$ cat src/rtl/video_frame_monitor.sv
// video_frame_monitor
//   In-line monitor for the stitched video stream. It measures the active width
//   and height of each frame, flags size and line-length errors, and counts
//   reported frames. A report is produced on every frame-start (vsync rising
//   edge) after the first one, with outputs valid two clocks after vsync rises
//   at the port.
//   Optional feature macro: VFM_CHECKSUM_EN adds a 32-bit per-frame pixel
//   checksum. When the macro is not defined, checksum is tied to zero.
module video_frame_monitor #(
    parameter int IMG_HDISP  = 1280,
    parameter int IMG_VDISP  = 720,
    parameter int DATA_WIDTH = 24,
    parameter int CNT_WIDTH  = 12
) (
    input  logic                  video_clk,
    input  logic                  rst_n,
    input  logic                  video_vsync,
    input  logic                  video_de,
    input  logic [DATA_WIDTH-1:0] video_data,
    output logic                  frame_done,
    output logic [7:0]            frame_cnt,
    output logic [CNT_WIDTH-1:0]  meas_hdisp,
    output logic [CNT_WIDTH-1:0]  meas_vdisp,
    output logic                  size_err,
    output logic [31:0]           checksum
);

    localparam logic [0:0] ST_IDLE   = 1'b0;
    localparam logic [0:0] ST_ACTIVE = 1'b1;

    localparam logic [CNT_WIDTH-1:0] CNT_MAX    = '1;
    localparam logic [CNT_WIDTH-1:0] HDISP_EXP  = CNT_WIDTH'(IMG_HDISP);
    localparam logic [CNT_WIDTH-1:0] VDISP_EXP  = CNT_WIDTH'(IMG_VDISP);

    function automatic logic [CNT_WIDTH-1:0] sat_inc(input logic [CNT_WIDTH-1:0] v);
        return (v == CNT_MAX) ? v : v + 1'b1;
    endfunction

    logic                 s1_vsync, s1_de, s2_vsync, s2_de;
    logic [0:0]           state;
    logic [CNT_WIDTH-1:0] pix_cnt, line_cnt, hdisp_ref;
    logic                 line_err;

    logic                 vs_rise, de_fall, line_close, report;
    logic [CNT_WIDTH-1:0] pix_start, line_cnt_cl, hdisp_cl;
    logic                 line_err_cl;

    // Two-stage input pipeline; edge detection compares the two stages.
    always_ff @(posedge video_clk) begin
        // NOTE: sequential state uses non-blocking assignments so every register
        // samples the values from before this edge, regardless of statement order.
        if (!rst_n) begin
            s1_vsync <= 1'b0;
            s1_de    <= 1'b0;
            s2_vsync <= 1'b0;
            s2_de    <= 1'b0;
        end else begin
            s1_vsync <= video_vsync;
            s1_de    <= video_de;
            s2_vsync <= s1_vsync;
            s2_de    <= s1_de;
        end
    end

    // Edge detects and the line-close view of the accumulators, so a line that
    // ends on the frame-start cycle is folded into the frame being reported.
    always_comb begin
        // NOTE: every combinational output gets a default first so no path
        // leaves a signal unassigned and no latch is inferred.
        vs_rise     = s1_vsync & ~s2_vsync;
        de_fall     = ~s1_de & s2_de;
        line_close  = (state == ST_ACTIVE) & (de_fall | (vs_rise & s2_de));
        report      = (state == ST_ACTIVE) & vs_rise;
        pix_start   = CNT_WIDTH'(s1_de);
        line_cnt_cl = line_cnt;
        hdisp_cl    = hdisp_ref;
        line_err_cl = line_err;
        if (line_close) begin
            line_cnt_cl = sat_inc(line_cnt);
            if (line_cnt == '0) begin
                hdisp_cl = pix_cnt;
            end else if (pix_cnt != hdisp_ref) begin
                line_err_cl = 1'b1;
            end
        end
    end

    // Frame FSM and per-frame pixel/line accumulators.
    always_ff @(posedge video_clk) begin
        if (!rst_n) begin
            state     <= ST_IDLE;
            pix_cnt   <= '0;
            line_cnt  <= '0;
            hdisp_ref <= '0;
            line_err  <= 1'b0;
        end else if (state == ST_IDLE) begin
            // The partial frame seen before the first vsync is discarded.
            pix_cnt   <= vs_rise ? pix_start : '0;
            line_cnt  <= '0;
            hdisp_ref <= '0;
            line_err  <= 1'b0;
            if (vs_rise) state <= ST_ACTIVE;
        end else if (report) begin
            // The de cycle coincident with vs_rise belongs to the new frame.
            pix_cnt   <= pix_start;
            line_cnt  <= '0;
            hdisp_ref <= '0;
            line_err  <= 1'b0;
        end else begin
            if (line_close)  pix_cnt <= '0;
            else if (s1_de)  pix_cnt <= sat_inc(pix_cnt);
            line_cnt  <= line_cnt_cl;
            hdisp_ref <= hdisp_cl;
            line_err  <= line_err_cl;
        end
    end

    // Report registers: updated only on a report cycle, held otherwise.
    always_ff @(posedge video_clk) begin
        if (!rst_n) begin
            frame_done <= 1'b0;
            frame_cnt  <= 8'd0;
            meas_hdisp <= '0;
            meas_vdisp <= '0;
            size_err   <= 1'b0;
        end else begin
            frame_done <= report;
            if (report) begin
                frame_cnt  <= frame_cnt + 8'd1;
                meas_hdisp <= hdisp_cl;
                meas_vdisp <= line_cnt_cl;
                size_err   <= line_err_cl | (hdisp_cl != HDISP_EXP) | (line_cnt_cl != VDISP_EXP);
            end
        end
    end

`ifdef VFM_CHECKSUM_EN
    logic [DATA_WIDTH-1:0] s1_data;
    logic [31:0]           csum_acc;

    // Pixel checksum: modulo-2^32 sum of every s1 de pixel, restarted per frame.
    always_ff @(posedge video_clk) begin
        if (!rst_n) begin
            s1_data  <= '0;
            csum_acc <= 32'h0;
            checksum <= 32'h0;
        end else begin
            s1_data <= video_data;
            if (vs_rise) begin
                csum_acc <= s1_de ? 32'(s1_data) : 32'h0;
            end else if (state == ST_ACTIVE && s1_de) begin
                csum_acc <= csum_acc + 32'(s1_data);
            end else if (state == ST_IDLE) begin
                csum_acc <= 32'h0;
            end
            if (report) checksum <= csum_acc;
        end
    end
`else
    // Pixel data is only needed by the checksum; fold it away when disabled.
    logic unused_data;
    assign unused_data = ^video_data;
    assign checksum    = 32'h0;
`endif

endmodule

$ cat config.mk
export PLATFORM = sky130hd
export DESIGN_NAME = video_frame_monitor
export DESIGN_NICKNAME = d
export VERILOG_FILES = /design/src/rtl/video_frame_monitor.sv
export SDC_FILE = /design/constraint.sdc
export NUM_CORES = 1
export LEC_CHECK = 0
export CORE_UTILIZATION = 40
export CTS_BUF_LIST = sky130_fd_sc_hd__clkbuf_16
export CTS_CLUSTER_DIAMETER = 120
export DETAILED_ROUTE_END_ITERATION = 6
export PLACE_DENSITY = 0.77
export SLEW_MARGIN = 20
export SYNTH_ARGS = -nofsm -noshare
export SYNTH_HDL_FRONTEND = slang
export SYNTH_SLANG_ARGS = --single-unit
$ cat constraint.sdc
create_clock -name video_clk -period 2.4 [get_ports video_clk]
set_input_delay 0.48 -clock video_clk [delete_from_list [all_inputs] [get_ports video_clk]]
set_output_delay 0.48 -clock video_clk [all_outputs]
set_load 0.01 [all_outputs]
# --- Yosys cells after proc, flatten, opt, wreduce, memory -nomap -nowiden ---
# Index checks and enable logic that the tools add are counted.
# Widths: inputs -> output; s select.
totals:
  elab_cells: 54
  in_bits: 28
  ff_bits: 76
  out_inout_bits: 66
op_classes:
  muxes: 15
  n_eq_ne: 7
  n_addsub: 3
  n_reduce_logical: 3
  bitwise_logic: 12
ops:
  columns: ["cell", "count"]
  rows:
  - ["$mux 12", 9]
  - ["$add 12x1->12 const B", 2]
  - ["$eq 12x12->1 const B", 2]
  - ["$logic_not 12->1", 1]
  - ["$ne 12x10->1 const B", 1]
  - ["$ne 12x11->1 const B", 1]
  - ["$ne 12x12->1", 1]
  - ["$add 8x1->8 const B", 1]
  - ["$mux 1", 6]
  - ["$and 1x1->1", 5]
  - ["$ne 4x2->1 const B", 1]
  - ["$ne 4x4->1 const B", 1]
  - ["$not 1->1", 4]
  - ["$or 1x1->1", 3]
  - ["$reduce_or 3->1", 1]
  - ["$reduce_and 2->1", 1]

# --- Longest topological paths before layout ---
depth:
  ltp_word: 9
  ltp_mapped: 9
  mapped_depth_nobuf: 8

# --- Least setup slack after synthesis ---
# Ideal clock, no wire load.
synth_timing:
  kind: "reg-to-reg"
  from: "register pix_cnt[10]"
  to: "register size_err"
  setup_time_ns: 0.127
  slack_ns: 0.612
  t_arrival_ns: 1.661
  stages_incl_launch_ff: 8
  required_time_ns: 2.273
  path_buffers: 1
  synth_period_minus_slack_ns: 1.788
  path_cell_list: "dfxtp_1 > buf_6 > xnor2_2 > nand3_1 > or4_1 > a31o_1 > nor4_1 > a21oi_1"
synth_between:
  elab_chain_cells: 6
  elab_cells_between_ends: 9
  cone_classes: "eq/ne: 2; mux: 5; bitwise: 2"
synth_rtl:
  columns: ["item", "line_no", "text"]
  rows:
  - ["start, declared", "41", "logic [CNT_WIDTH-1:0] pix_cnt, line_cnt, hdisp_ref;"]
  - ["start signal, assigned", "98", "pix_cnt <= vs_rise ? pix_start : '0;"]
  - ["start signal, assigned", "105", "pix_cnt <= pix_start;"]
  - ["start signal, assigned", "111", "else if (s1_de) pix_cnt <= sat_inc(pix_cnt);"]
  - ["$ne 12x12->1", "82", "end else if (pix_cnt != hdisp_ref) begin"]
  - ["$mux 1", "82", null]
  - ["$mux 1", "80", "if (line_cnt == '0) begin"]
  - ["$mux 1", "78", "if (line_close) begin"]
  - ["$or 1x1->1 * (2 in a row)", "132", "size_err <= line_err_cl | (hdisp_cl != HDISP_EXP) | (line_cnt_cl != VDISP_EXP);"]
  - ["end signal, assigned", "132", null]
  - ["end, declared", "24", "output logic size_err,"]
# Every way passes the cells marked *; elsewhere a longest branch is shown, timed or not.
# A chain may end at the register's enable or synchronous reset.

# --- Worst setup path after layout ---
layout_timing:
  from: "register line_cnt[1]"
  to: "register size_err"
layout_between:
  elab_chain_cells: 6
  elab_cells_between_ends: 13
  cone_classes: "add/sub: 1; eq/ne: 3; mux: 6; bitwise: 2; reduce/logical: 1"
layout_rtl:
  columns: ["item", "line_no", "text"]
  rows:
  - ["start, declared", "41", null]
  - ["start signal, assigned", "112", "line_cnt <= line_cnt_cl;"]
  - ["branches (longest 5 deep; another with $add 12x1->12)", null, null]
  - ["$or 1x1->1 *", "132", null]
# Every way passes the cells marked *.

==> metrics <==
outcome=complete, but fails checks; failing checks=design-rule violations; critical path peak fanout=7; Clock Latency Late Sink=0.33 ns; Critical Path Source=line_cnt[1]; multi-input logic area=0.00188 mm^2; synth unique cells=48; Synth Area in XOR/XNOR=8.13%; Slowest cell on crit path=a211oi_2; DRC marker count from the first detailed-route iteration=137; ranking of synthesized cells by area=dfxtp_1 41%, nor2_1 8.2%, buf_4 6.5%; Post-Synth Simple-Gate Area=23.3%; drc violations=9; fmax=0.468 GHz; crit-path most repeated cell=nand3_1; largest family of logic cells by synthesized area=simple AND/OR/NAND/NOR gates; Largest delay share family, worst path=simple AND/OR/NAND/NOR gates; sequential power share=47.7%; critical path type=flop to flop; post-place setup slack=0.285 ns; Max-Slew Margin vs Limit=65.0%; Worst Skew=0.00526 ns; RR Endpoint=size_err; sequential share of the synthesized area=41.0%; Congestion Overflow GR=0; post-synthesis mux area share=4.05%; Die Area=0.00966 mm^2; clk buf depth=2; post-CTS setup buffers=0; Logic pwr share=4.3%; IO buf count=37; Post-synth EDFFs=0; PnR worst setup slack=0.263 ns; H-tree levels=3; Avg WL per Cell=13.5 um; ANT cells=0; Net Sw Frac=21.9%; TritonCTS clock tree=yes; most common cell after layout, fill and taps aside=nor2_1; HP Class=flop to flop; GPL Wtd Cong=0.873; Leak Pwr=0.00158 uW; I/O Pins=94; register area=0.00152 mm^2; Max IR drop VDD=0.000345 V; reg2reg setup slack=0.26 ns; Synth Area in Compound Gates=10.6%; CTS Sinks=76; setup TNS=0 ns; reg2reg path depth=7; CTS Buf Count=9; Worst Tran Pin Value=0.521 ns; Crit. path cell count=7; filler cell count=861; Max-Cap Viols=0; share of layout cells above drive strength 1=7.68%; Crit path buffers/inverters=0; first-pass GRT wire length=13300 um; Post-Synth Adder-Cell Area=1.35%; Pins Over Slew Limit=0; fin area=0.00431 mm^2; syn_area_per_cell=8.54 um^2; most frequent cells in the layout=81 x nor2_1, 76 x dfxtp_1, 37 x clkdlybuf4s50_1, 32 x conb_1, 27 x nand2_1; Site Rows=34; Starting Density=41.9%; antenna violations before repair=0; vias per cell=5.08; Final min period=2.14 ns; hold-fix buffers at CTS=0; largest net degree at the start of global routing=37; crit path cell chain=ha_1 > nand3_1 > a211oi_2 > nand3_1 > mux2i_1 > nor4_1 > a21oi_1; Worst EP arrival=2.35 ns; Crit. End Element=flop; die width=98.3 um; FF-to-FF Start=line_cnt[1]; via count=2933; Final setup viols=0; number of global-route vias before repair=2882; Worst Setup Start Kind=flop; crit share post-route=89.1%; Post-DP Area=0.00402 mm^2; Hold Vio Cnt, Final=0; Pre-antenna DRT Iters=7; Max stage delay on crit path=0.46 ns; area added between synthesis and finish=16.2%; Netlist Area Pre-Place=0.00371 mm^2; sw power=593 uW; Post-synth ARST share=0%; remaining antenna violation count after routing=0; final WL=7810 um; Pint=2120 uW; total power=2710 uW; FF+latch count, synth=76; Nets=496; Clock Tree Root=clkbuf_16; critical path capture point=size_err; PostCTS Resize Cnt=0; PD cells=629 mW/mm^2; gr usage total=17.2%; RSZ-0062 raised after global routing=false; post-synthesis cell count=434; clock power share=48.0%; clk slew on worst S/H paths=0.06 ns; Die H=98.3 um; Yosys warning count=0; Synth Flop Type=dfxtp_1; Req. time, crit path=2.61 ns; CORE AREA=0.00885 mm^2; area leader, netlist=dfxtp_1; Synth top area share=41.0%; hpwl dp=5580 um
==> registers in the layout, summed over array words and instances (netlist names) <==
register	count
s1_vsync	1
line_err	1
frame_done	1
s1_de	1
state	1
s2_de	1
meas_hdisp	12
pix_cnt	12
line_cnt	12
frame_cnt	8
size_err	1
hdisp_ref	12
meas_vdisp	12
s2_vsync	1
==> power groups by stage <==
stage	Combinational (uW)	Sequential (uW)	Clock, uW
floorplan	116	1320	0
global placement	114	1320	0
detailed placement	116	1320	0
CTS	116	1290	1330
global route	130	1290	1380
finish	116	1290	1300
==> cell usage after synthesis, types with 5 or more instances <==
cell type  number
dfxtp_1        76
clkbuf_1       11
a21oi_1        14
nor2_1         81
nor2b_1         6
a211oi_1       18
buf_2           8
xor2_1         10
o21a_1          6
and3_1          8
nand3_1        19
inv_1           8
mux2i_1        15
buf_6           5
nand2_1        27
xnor2_1        17
o21ai_0         7
buf_4          32
nor4_1          5
nand4_1        12
==> worst min path at each step <==
| stage | startpoint | to | slack [ns] | depth (start not counted) |
|---|---|---|---|---|
| floorplan | s1_vsync | s2_vsync | 0.45 | 1 |
| global placement | meas_vdisp[8] | meas_vdisp[8] | 0.45 | 2 |
| detailed placement | meas_vdisp[8] | meas_vdisp[8] | 0.45 | 2 |
| CTS | meas_vdisp[8] | meas_vdisp[8] | 0.46 | 2 |
| global route | meas_vdisp[8] | meas_vdisp[8] | 0.48 | 2 |
| finish | meas_vdisp[8] | meas_vdisp[8] | 0.46 | 2 |
==> per-layer routing <==
layer	routed length [um]	GRT usage, %
met4	92	5.74
met1	3310	18.4
met3	305	4.01
met5	0	0
met2	4100	33.1
==> layout make-up <==
type | count | area share, %
inverter | 9 | 0.784
clock inverter | 7 | 1.57
multi-input combinational | 321 | 43.6
clock buffer | 9 | 5.23
timing repair buffer | 47 | 10.3
sequential | 76 | 35.3
tap | 108 | 3.14
==> worst reg2reg max path: cells and delay by family (launching register included) <==
kind / cells / cell delay (ns)
and+or+nand+nor: 3 / 0.62
AOI/OAI and AO/OA: 2 / 0.57
DFF: 1 / 0.39
adders and majority gates: 1 / 0.26
muxes: 1 / 0.18
==> logic make-up after synthesis <==
| logic type | count (synthesis) |
|---|---|
| AOI/OAI and AO/OA | 57 |
| muxes | 15 |
| other | 1 |
| DFF | 76 |
| and+or+nand+nor | 182 |
| xor gates and xnor gates | 31 |
| buffers and inverters | 68 |
| adders and majority gates | 4 |
==> through the flow <==
| stage | cells | utilization, % | hold WS [ns] |
|---|---|---|---|
| finish | 577 | 48.7 | 0.456 |
| floorplan | 465 | - | 0.446 |
| detailed placement | 561 | 45.4 | 0.455 |
| CTS | 577 | 48.7 | 0.462 |
| global placement | 561 | 45.4 | 0.448 |
| global route | 577 | 48.7 | 0.482 |
Power figures use the tool's default switching activity.
